==> config.mk <==
export PLATFORM = sky130hd
export DESIGN_NAME = speed_round_ctrl_flat
export DESIGN_NICKNAME = d
export VERILOG_FILES = /design/src/rtl/speed_round_ctrl_if.sv /design/src/rtl/speed_round_ctrl.sv /design/src/flat_wrapper.sv
export SDC_FILE = /design/constraint.sdc
export NUM_CORES = 1
export LEC_CHECK = 0
export BUFFER_PORTS_ARGS = -buffer_cell sky130_fd_sc_hd__buf_2
export CAP_MARGIN = 20
export CORE_MARGIN = 2
export CORE_UTILIZATION = 53
export CTS_BUF_LIST = sky130_fd_sc_hd__clkbuf_16
export CTS_CLUSTER_SIZE = 16
export DETAILED_ROUTE_END_ITERATION = 7
export PLACE_DENSITY = 0.75
export SLEW_MARGIN = 20
export SYNTH_ARGS = -nofsm -noshare
export SYNTH_HDL_FRONTEND = slang
export SYNTH_SLANG_ARGS = --single-unit
==> constraint.sdc <==
create_clock -name clk -period 2.7 [get_ports clk]
set_clock_uncertainty 0.2 [all_clocks]
set_input_delay 0.675 -clock clk [delete_from_list [all_inputs] [get_ports clk]]
set_output_delay 0.675 -clock clk [all_outputs]
set_load 0.01 [all_outputs]
==> src/rtl/speed_round_ctrl_if.sv <==
`default_nettype none
// ---------------------------------------------------------------------------
// speed_round_ctrl_if : control, verdict and result bus of the speed round.
// Revision 1.0 - initial release
// ---------------------------------------------------------------------------
interface speed_round_ctrl_if #(
   parameter int TIMER_W = 16
);
   logic               start;
   logic               abort;
   logic               speed_tie;
   logic               speed_right;
   logic               speedRound;
   logic               speedExit;
   logic               busy;
   logic [TIMER_W-1:0] time_left;
   logic               result_valid;
   logic               win_right;
   logic               win_left;
   logic               win_tie;
   logic [3:0]         score_right;
   logic [3:0]         score_left;

   // Game FSM / push counter side
   modport master (
      output start, abort, speed_tie, speed_right,
      input  speedRound, speedExit, busy, time_left, result_valid,
      input  win_right, win_left, win_tie, score_right, score_left
   );

   // Sequencer side
   modport slave (
      input  start, abort, speed_tie, speed_right,
      output speedRound, speedExit, busy, time_left, result_valid,
      output win_right, win_left, win_tie, score_right, score_left
   );
endinterface
`default_nettype wire

==> src/rtl/speed_round_ctrl.sv <==
`default_nettype none
// ---------------------------------------------------------------------------
// speed_round_ctrl : speed-round window sequencer, verdict sampler, win tally.
// Revision 1.0 - initial release
// ---------------------------------------------------------------------------
module speed_round_ctrl #(
   parameter int ROUND_CYCLES  = 200,
   parameter int SETTLE_CYCLES = 4,
   parameter int TIMER_W       = 16
) (
   input  logic               clk,
   input  logic               rst,
   speed_round_ctrl_if.slave  bus
);

   localparam logic [TIMER_W-1:0] ROUND_LOAD  = TIMER_W'(ROUND_CYCLES - 1);
   localparam logic [TIMER_W-1:0] SETTLE_LOAD = TIMER_W'(SETTLE_CYCLES - 1);
   localparam logic [3:0]         SCORE_MAX   = 4'd15;

   typedef enum logic [2:0] {
      IDLE   = 3'd0,
      ARM    = 3'd1,
      RUN    = 3'd2,
      SETTLE = 3'd3,
      REPORT = 3'd4,
      CLEAR  = 3'd5
   } state_t;

   state_t             state;
   state_t             state_next;
   logic [TIMER_W-1:0] timer;
   logic [TIMER_W-1:0] timer_next;
   logic               publish;
   logic               from_report;
   logic               win_right;
   logic               win_left;
   logic               win_tie;
   logic [3:0]         score_right;
   logic [3:0]         score_left;
   logic               verdict_tie;
   logic               verdict_right;
   logic               verdict_left;

   // Tie dominates; right only counts when the counts are not equal.
   assign verdict_tie   = bus.speed_tie;
   assign verdict_right = !bus.speed_tie && bus.speed_right;
   assign verdict_left  = !bus.speed_tie && !bus.speed_right;

   always_ff @(posedge clk) begin
      if (rst) begin
         state <= IDLE;
         timer <= '0;
      end else begin
         state <= state_next;
         timer <= timer_next;
      end
   end

   always_comb begin
      state_next = state;
      timer_next = timer;
      publish    = 1'b0;
      case (state)
         IDLE: begin
            if (bus.start) begin
               state_next = ARM;
            end
         end
         ARM: begin
            if (bus.abort) begin
               state_next = CLEAR;
               timer_next = '0;
            end else begin
               state_next = RUN;
               timer_next = ROUND_LOAD;
            end
         end
         RUN: begin
            if (bus.abort) begin
               state_next = CLEAR;
               timer_next = '0;
            end else if (timer == '0) begin
               state_next = SETTLE;
               timer_next = SETTLE_LOAD;
            end else begin
               timer_next = timer - 1'b1;
            end
         end
         SETTLE: begin
            if (bus.abort) begin
               state_next = CLEAR;
               timer_next = '0;
            end else if (timer == '0) begin
               state_next = REPORT;
            end else begin
               timer_next = timer - 1'b1;
            end
         end
         REPORT: begin
            publish    = 1'b1;
            state_next = CLEAR;
         end
         CLEAR: begin
            state_next = IDLE;
         end
         default: begin
            state_next = IDLE;
            timer_next = '0;
         end
      endcase
   end

   // Verdict and tallies; from_report marks the CLEAR that follows a REPORT.
   always_ff @(posedge clk) begin
      if (rst) begin
         from_report <= 1'b0;
         win_right   <= 1'b0;
         win_left    <= 1'b0;
         win_tie     <= 1'b0;
         score_right <= '0;
         score_left  <= '0;
      end else begin
         from_report <= publish;
         if (publish) begin
            win_right <= verdict_right;
            win_left  <= verdict_left;
            win_tie   <= verdict_tie;
            if (verdict_right && (score_right != SCORE_MAX)) begin
               score_right <= score_right + 4'd1;
            end
            if (verdict_left && (score_left != SCORE_MAX)) begin
               score_left <= score_left + 4'd1;
            end
         end
      end
   end

   assign bus.speedRound   = (state == RUN);
   assign bus.speedExit    = (state == ARM) || (state == CLEAR);
   assign bus.busy         = (state != IDLE);
   assign bus.time_left    = (state == RUN) ? timer : '0;
   assign bus.result_valid = (state == CLEAR) && from_report;
   assign bus.win_right    = win_right;
   assign bus.win_left     = win_left;
   assign bus.win_tie      = win_tie;
   assign bus.score_right  = score_right;
   assign bus.score_left   = score_left;

endmodule
`default_nettype wire

==> src/flat_wrapper.sv <==
// flat-port wrapper written by rule: the top's interface ports become plain ports
module speed_round_ctrl_flat 
#(
   parameter int ROUND_CYCLES  = 200,
   parameter int SETTLE_CYCLES = 4,
   parameter int TIMER_W       = 16
)
  (clk, rst, bus_start, bus_abort, bus_speed_tie, bus_speed_right, bus_speedRound, bus_speedExit, bus_busy, bus_time_left, bus_result_valid, bus_win_right, bus_win_left, bus_win_tie, bus_score_right, bus_score_left);
  speed_round_ctrl_if #(.TIMER_W(TIMER_W)) bus_i ();
  input  logic clk;
  input  logic rst;
  input wire logic [$bits(bus_i.start)-1:0] bus_start;
  input wire logic [$bits(bus_i.abort)-1:0] bus_abort;
  input wire logic [$bits(bus_i.speed_tie)-1:0] bus_speed_tie;
  input wire logic [$bits(bus_i.speed_right)-1:0] bus_speed_right;
  output wire logic [$bits(bus_i.speedRound)-1:0] bus_speedRound;
  output wire logic [$bits(bus_i.speedExit)-1:0] bus_speedExit;
  output wire logic [$bits(bus_i.busy)-1:0] bus_busy;
  output wire logic [$bits(bus_i.time_left)-1:0] bus_time_left;
  output wire logic [$bits(bus_i.result_valid)-1:0] bus_result_valid;
  output wire logic [$bits(bus_i.win_right)-1:0] bus_win_right;
  output wire logic [$bits(bus_i.win_left)-1:0] bus_win_left;
  output wire logic [$bits(bus_i.win_tie)-1:0] bus_win_tie;
  output wire logic [$bits(bus_i.score_right)-1:0] bus_score_right;
  output wire logic [$bits(bus_i.score_left)-1:0] bus_score_left;
  assign bus_i.start = bus_start;
  assign bus_i.abort = bus_abort;
  assign bus_i.speed_tie = bus_speed_tie;
  assign bus_i.speed_right = bus_speed_right;
  assign bus_speedRound = bus_i.speedRound;
  assign bus_speedExit = bus_i.speedExit;
  assign bus_busy = bus_i.busy;
  assign bus_time_left = bus_i.time_left;
  assign bus_result_valid = bus_i.result_valid;
  assign bus_win_right = bus_i.win_right;
  assign bus_win_left = bus_i.win_left;
  assign bus_win_tie = bus_i.win_tie;
  assign bus_score_right = bus_i.score_right;
  assign bus_score_left = bus_i.score_left;
  speed_round_ctrl #(.ROUND_CYCLES(ROUND_CYCLES), .SETTLE_CYCLES(SETTLE_CYCLES), .TIMER_W(TIMER_W)) u_core (.clk(clk), .rst(rst), .bus(bus_i));
endmodule
### Word level (Yosys, flattened, before mapping)

Index checks and enable logic that the tools add are counted.

* $add $sub $neg: 3
* equal/unequal tests: 11
* muxes and demuxes: 15
* bitwise gates (word level): 1
* reduce and logical (&&, ||, !) cells: 16

Operators with widths (count)
* $mux W16: 5
* $pmux W16 S4: 1
* $mux W3: 6
* $logic_not A16 Y1: 1
* $sub A16 B1 Y16 const B: 1
* $pmux W3 S5: 1
* $add A4 B1 Y4 const B: 2
* $mux W8: 1
* $ne A4 B4 Y1 const B: 2
* $eq A3 B2 Y1 const B: 2
* $eq A3 B3 Y1 const B: 2
* $ne A3 B2 Y1 const B: 2
* $reduce_and A2 Y1: 3
* $logic_and A1 B1 Y1: 5
* $eq A3 B1 Y1 const B: 1
* $logic_not A3 Y1: 1
* $ne A3 B3 Y1 const B: 1
* $reduce_and A3 Y1: 1
* $reduce_bool A3 Y1: 1
* $reduce_or A3 Y1: 1
* $logic_not A1 Y1: 2
* $ne A2 B2 Y1 const B: 1
* $logic_or A1 B1 Y1: 1
* $mux W1: 1
* $not A1 Y1: 1

* register bits after elaboration: 31
* output and inout bits: 31

### Depth between registers and ports, before layout

* depth in word-level cells: 4
* depth in mapped cells: 7
* gate-level depth less buffers: 7

### Least setup slack after synthesis

Ideal clock, no wire load.

* path kind: register to register
* from: register u_core.timer[0]
* to: register u_core.timer[10]
* arrival time: 2064 ps
* required time: 2377 ps
* setup slack: 313 ps
* cell stages (with the launch flop): 8
* buffers on the path: 0
* clock period less this slack: 2387 ps
* cells stage by stage: dfxtp_1 -> inv_1 -> ha_1 -> or4b_1 -> or4_4 -> o21a_1 -> o21ai_4 -> nor2_1

* longest elaborated chain between the ends: 4
* elaborated cells on any way between the ends: 9

Ends and longest elaborated chain
* from (decl): line speed_round_ctrl.sv:31 `logic [TIMER_W-1:0] timer;`
* from (signal assigned): line speed_round_ctrl.sv:55 `timer <= timer_next;`
* $sub A16 B1 Y16 or $logic_not A16 Y1 (tied branches)
* $mux W16, on equally long branches: line speed_round_ctrl.sv:93, speed_round_ctrl.sv:82
* $mux W16, on equally long branches: line speed_round_ctrl.sv:90, speed_round_ctrl.sv:79
* $pmux W16 S4: line speed_round_ctrl.sv:63 `case (state)`

Several ways; a longest one is shown, not always the timed one. The select of a mux whose other input is x is not followed.
A chain may end at the register's enable or synchronous reset.

### Worst setup path in the final report

* from: register u_core.timer[0]
* to: register u_core.timer[12]

The elaborated chain is that of the path after synthesis.

==> impl_metrics.csv <==
group,metric,value,unit
route,drt.antenna.violating_nets,0,
setup_path,startpoint_type,"flop",
cts,cts.sinks,31,
setup_path,critPathRequiredTime,2660,ps
setup_path,crit_type,"flop to flop",
cts,cts_root_buffer,"clkbuf_16",
power,leakagePower,0.000938,uW
final_layout,final_cell_mix,"36 x buf_2, 31 x dfxtp_1, 29 x nor2_1, 14 x and2_1, 11 x nand2_1",
global_route,antenna_found_initial,0,
outcome,status,"finished clean",
final_layout,layout-drive-gt1-share,24.3,%
global_route,grt_remaining_overflow,0,
die,start_util,55.7,%
route,drc,0,
setup_path,cp-end-kind,"flop",
final_layout,nNetsFinal,256,
timing,fmax,0.385,GHz
cts,cts_hold_buf,0,
yosys,ys_seq_area_share,36.5,%
global_route,grt_pass1_vias,1307,
cts,clkLatencyLatePin,270,ps
final_layout,syn_to_final_growth,24.0,%
timing,setup_viol,0,
die,dieArea,0.00368,mm^2
yosys,async_reset_ff_share,0,%
yosys,ys_warn_count,0,
power,vdd_drop_max,0.000414,V
placed_design,hpwl,2820,um
route,wirelength,3880,um
route,detail_route.wl_per_cell,13.3,um
timing,period_minus_slack,2600,ps
cts,clkTransAtPathRegs,50,ps
power,total_power,1770,uW
yosys,avgSynthCellArea,8.38,um^2
die,num_rows,20,
yosys,synthCells,203,
route,num_vias,1654,
timing,fin_crit_sh,96.3,%
placed_design,gp_congestion,0.912,
yosys,syn_nets,213,
hold_path,hp-class,"flop to flop",
timing,slew_headroom,52.5,%
yosys,synth-edff-count,0,
timing,final-hold-violation-count,0,
die,die_height,60.7,um
yosys,synth-seq-cells,31,
placed_design,io_buffers,36,
timing,setup_tns,0,ps
setup_path,cp_max_fo,5,
final_layout,finish.utilization,69.1,%
power,power.density,841,mW/mm^2
global_route,grt_usage,22.1,%
final_layout,final_area,0.00211,mm^2
final_layout,layout_commonest_cell,"buf_2",
cts,cts_resized,0,
cts,numCtsBuffers,5,
cts,cts_tree,"done",
route,initialDrtViolationCount,72,
cts,clk_path_buf_depth,2,
yosys,yosys_most_used_dff,"dfxtp_1",
timing,grt_setup_unrepaired,"no",
cts,cts_setup_buffers,0,
die,core,0.00305,mm^2
yosys,synth.distinct_cells,48,
route,drt_pass1_iterations,4,
timing,slew_violations,0,
final_layout,fin_cells,291,
global_route,grt_max_degree,22,
job,cap_violations,0,
route,drt-vias-per-instance,5.68,
timing,tightestPinTransition,703,ps
placed_design,placedCellCount,282,
cts,cts_htree_levels,2,
die,io_pins,37,
die,die-width,60.7,um
final_layout,n_antenna_cell,0,
global_route,grt_pass1_wl,6070,um
setup_path,cp.arrival,2560,ps
yosys,syn-cell-area,0.00170,mm^2
placed_design,place_area,0.00196,mm^2
final_layout,fill_cells,264,
==> critical path: stages (launching register included) <==
cell and delay, ps:
dfxtp_1 330, inv_1 150, ha_1 170, or4b_1 530, or4_4 550, o21a_1 250, o21ai_2 240, nor2_1 80
==> cells by family (layout without fill, tap and decap cells) <==
kind of cell / after synthesis / after routing / share of synthesized area [%]
AOI/OAI and AO/OA: 39 / 40 / 16.2
xor gates and xnor gates: 13 / 13 / 6.69
adders and majority gates: 4 / 4 / 2.94
buffers and inverters: 14 / 57 / 3.16
DFF: 31 / 31 / 36.5
muxes: 3 / 3 / 1.76
and+or+nand+nor: 99 / 99 / 32.8
==> Yosys cell counts (all sizes together), types with 3 or more instances <==
cell | number | area (um^2)
a211oi | 3 | 22.5
a21o | 3 | 22.5
a21oi | 7 | 35.0
a31oi | 4 | 25.0
and2 | 15 | 95.1
clkbuf | 7 | 26.3
dfxtp | 31 | 621
ha | 4 | 50.1
inv | 5 | 18.8
mux2i | 3 | 30.0
nand2 | 11 | 41.3
nand3 | 4 | 20.0
nor2 | 30 | 113
nor3 | 9 | 45.0
nor4 | 5 | 46.3
nor4b | 4 | 35.0
o21ai | 8 | 51.3
o41ai | 3 | 26.3
or3 | 5 | 32.5
or4 | 4 | 33.8
xnor2 | 10 | 87.6
xor2 | 3 | 26.3
==> where the power goes <==
part / switching, uW / internal [uW] / leakage (uW) / total (uW)
logic: 375 / 294 / 0.000610 / 669
clock network: 190 / 332 / 0.0000762 / 522
registers: 66.8 / 517 / 0.000252 / 584
==> registers in the layout, summed over array words and instances, names as in the netlist <==
signal	flops
u_core.from_report	1
u_core.bus.score_right	4
u_core.timer	16
u_core.bus.score_left	4
u_core.bus.win_left	1
u_core.state	3
u_core.bus.win_tie	1
u_core.bus.win_right	1
==> area by class of cell <==
cell class              instances  area, um^2  area share (%)
clock buffers                   5         125            5.93
clock inverters                 3        12.5           0.593
inverters                       5        18.8           0.889
multi-input cells             159        1040            49.2
flip-flops and latches         31         621            29.4
well taps                      44        55.1            2.61
repair buffers                 44         240            11.4
==> final timing paths <==
path	slack, ps	from	depth (start not counted)	end
min	290	u_core.bus.win_right	2	u_core.bus.win_right
max reg2reg	100	u_core.timer[0]	7	u_core.timer[12]
max	100	u_core.timer[0]	7	u_core.timer[12]
min reg2reg	290	u_core.bus.win_right	2	u_core.bus.win_right
==> per-layer routing <==
| layer | global-route usage [%] | wire length (um) |
|---|---|---|
| met4 | 6.83 | 48 |
| met1 | 32.2 | 1920 |
| met5 | 0 | 0 |
| met2 | 31.3 | 1680 |
| met3 | 6.82 | 229 |
==> stage by stage <==
stage / hold WS [ps] / worst slack [ps]
6_report: 288 / 101
5_1_grt: 321 / 7.34
4_1_cts: 287 / 103
3_5_place_dp: 274 / 115
3_3_place_gp: 270 / 191
2_1_floorplan: 249 / 313
(Power assumes the default switching activity.)
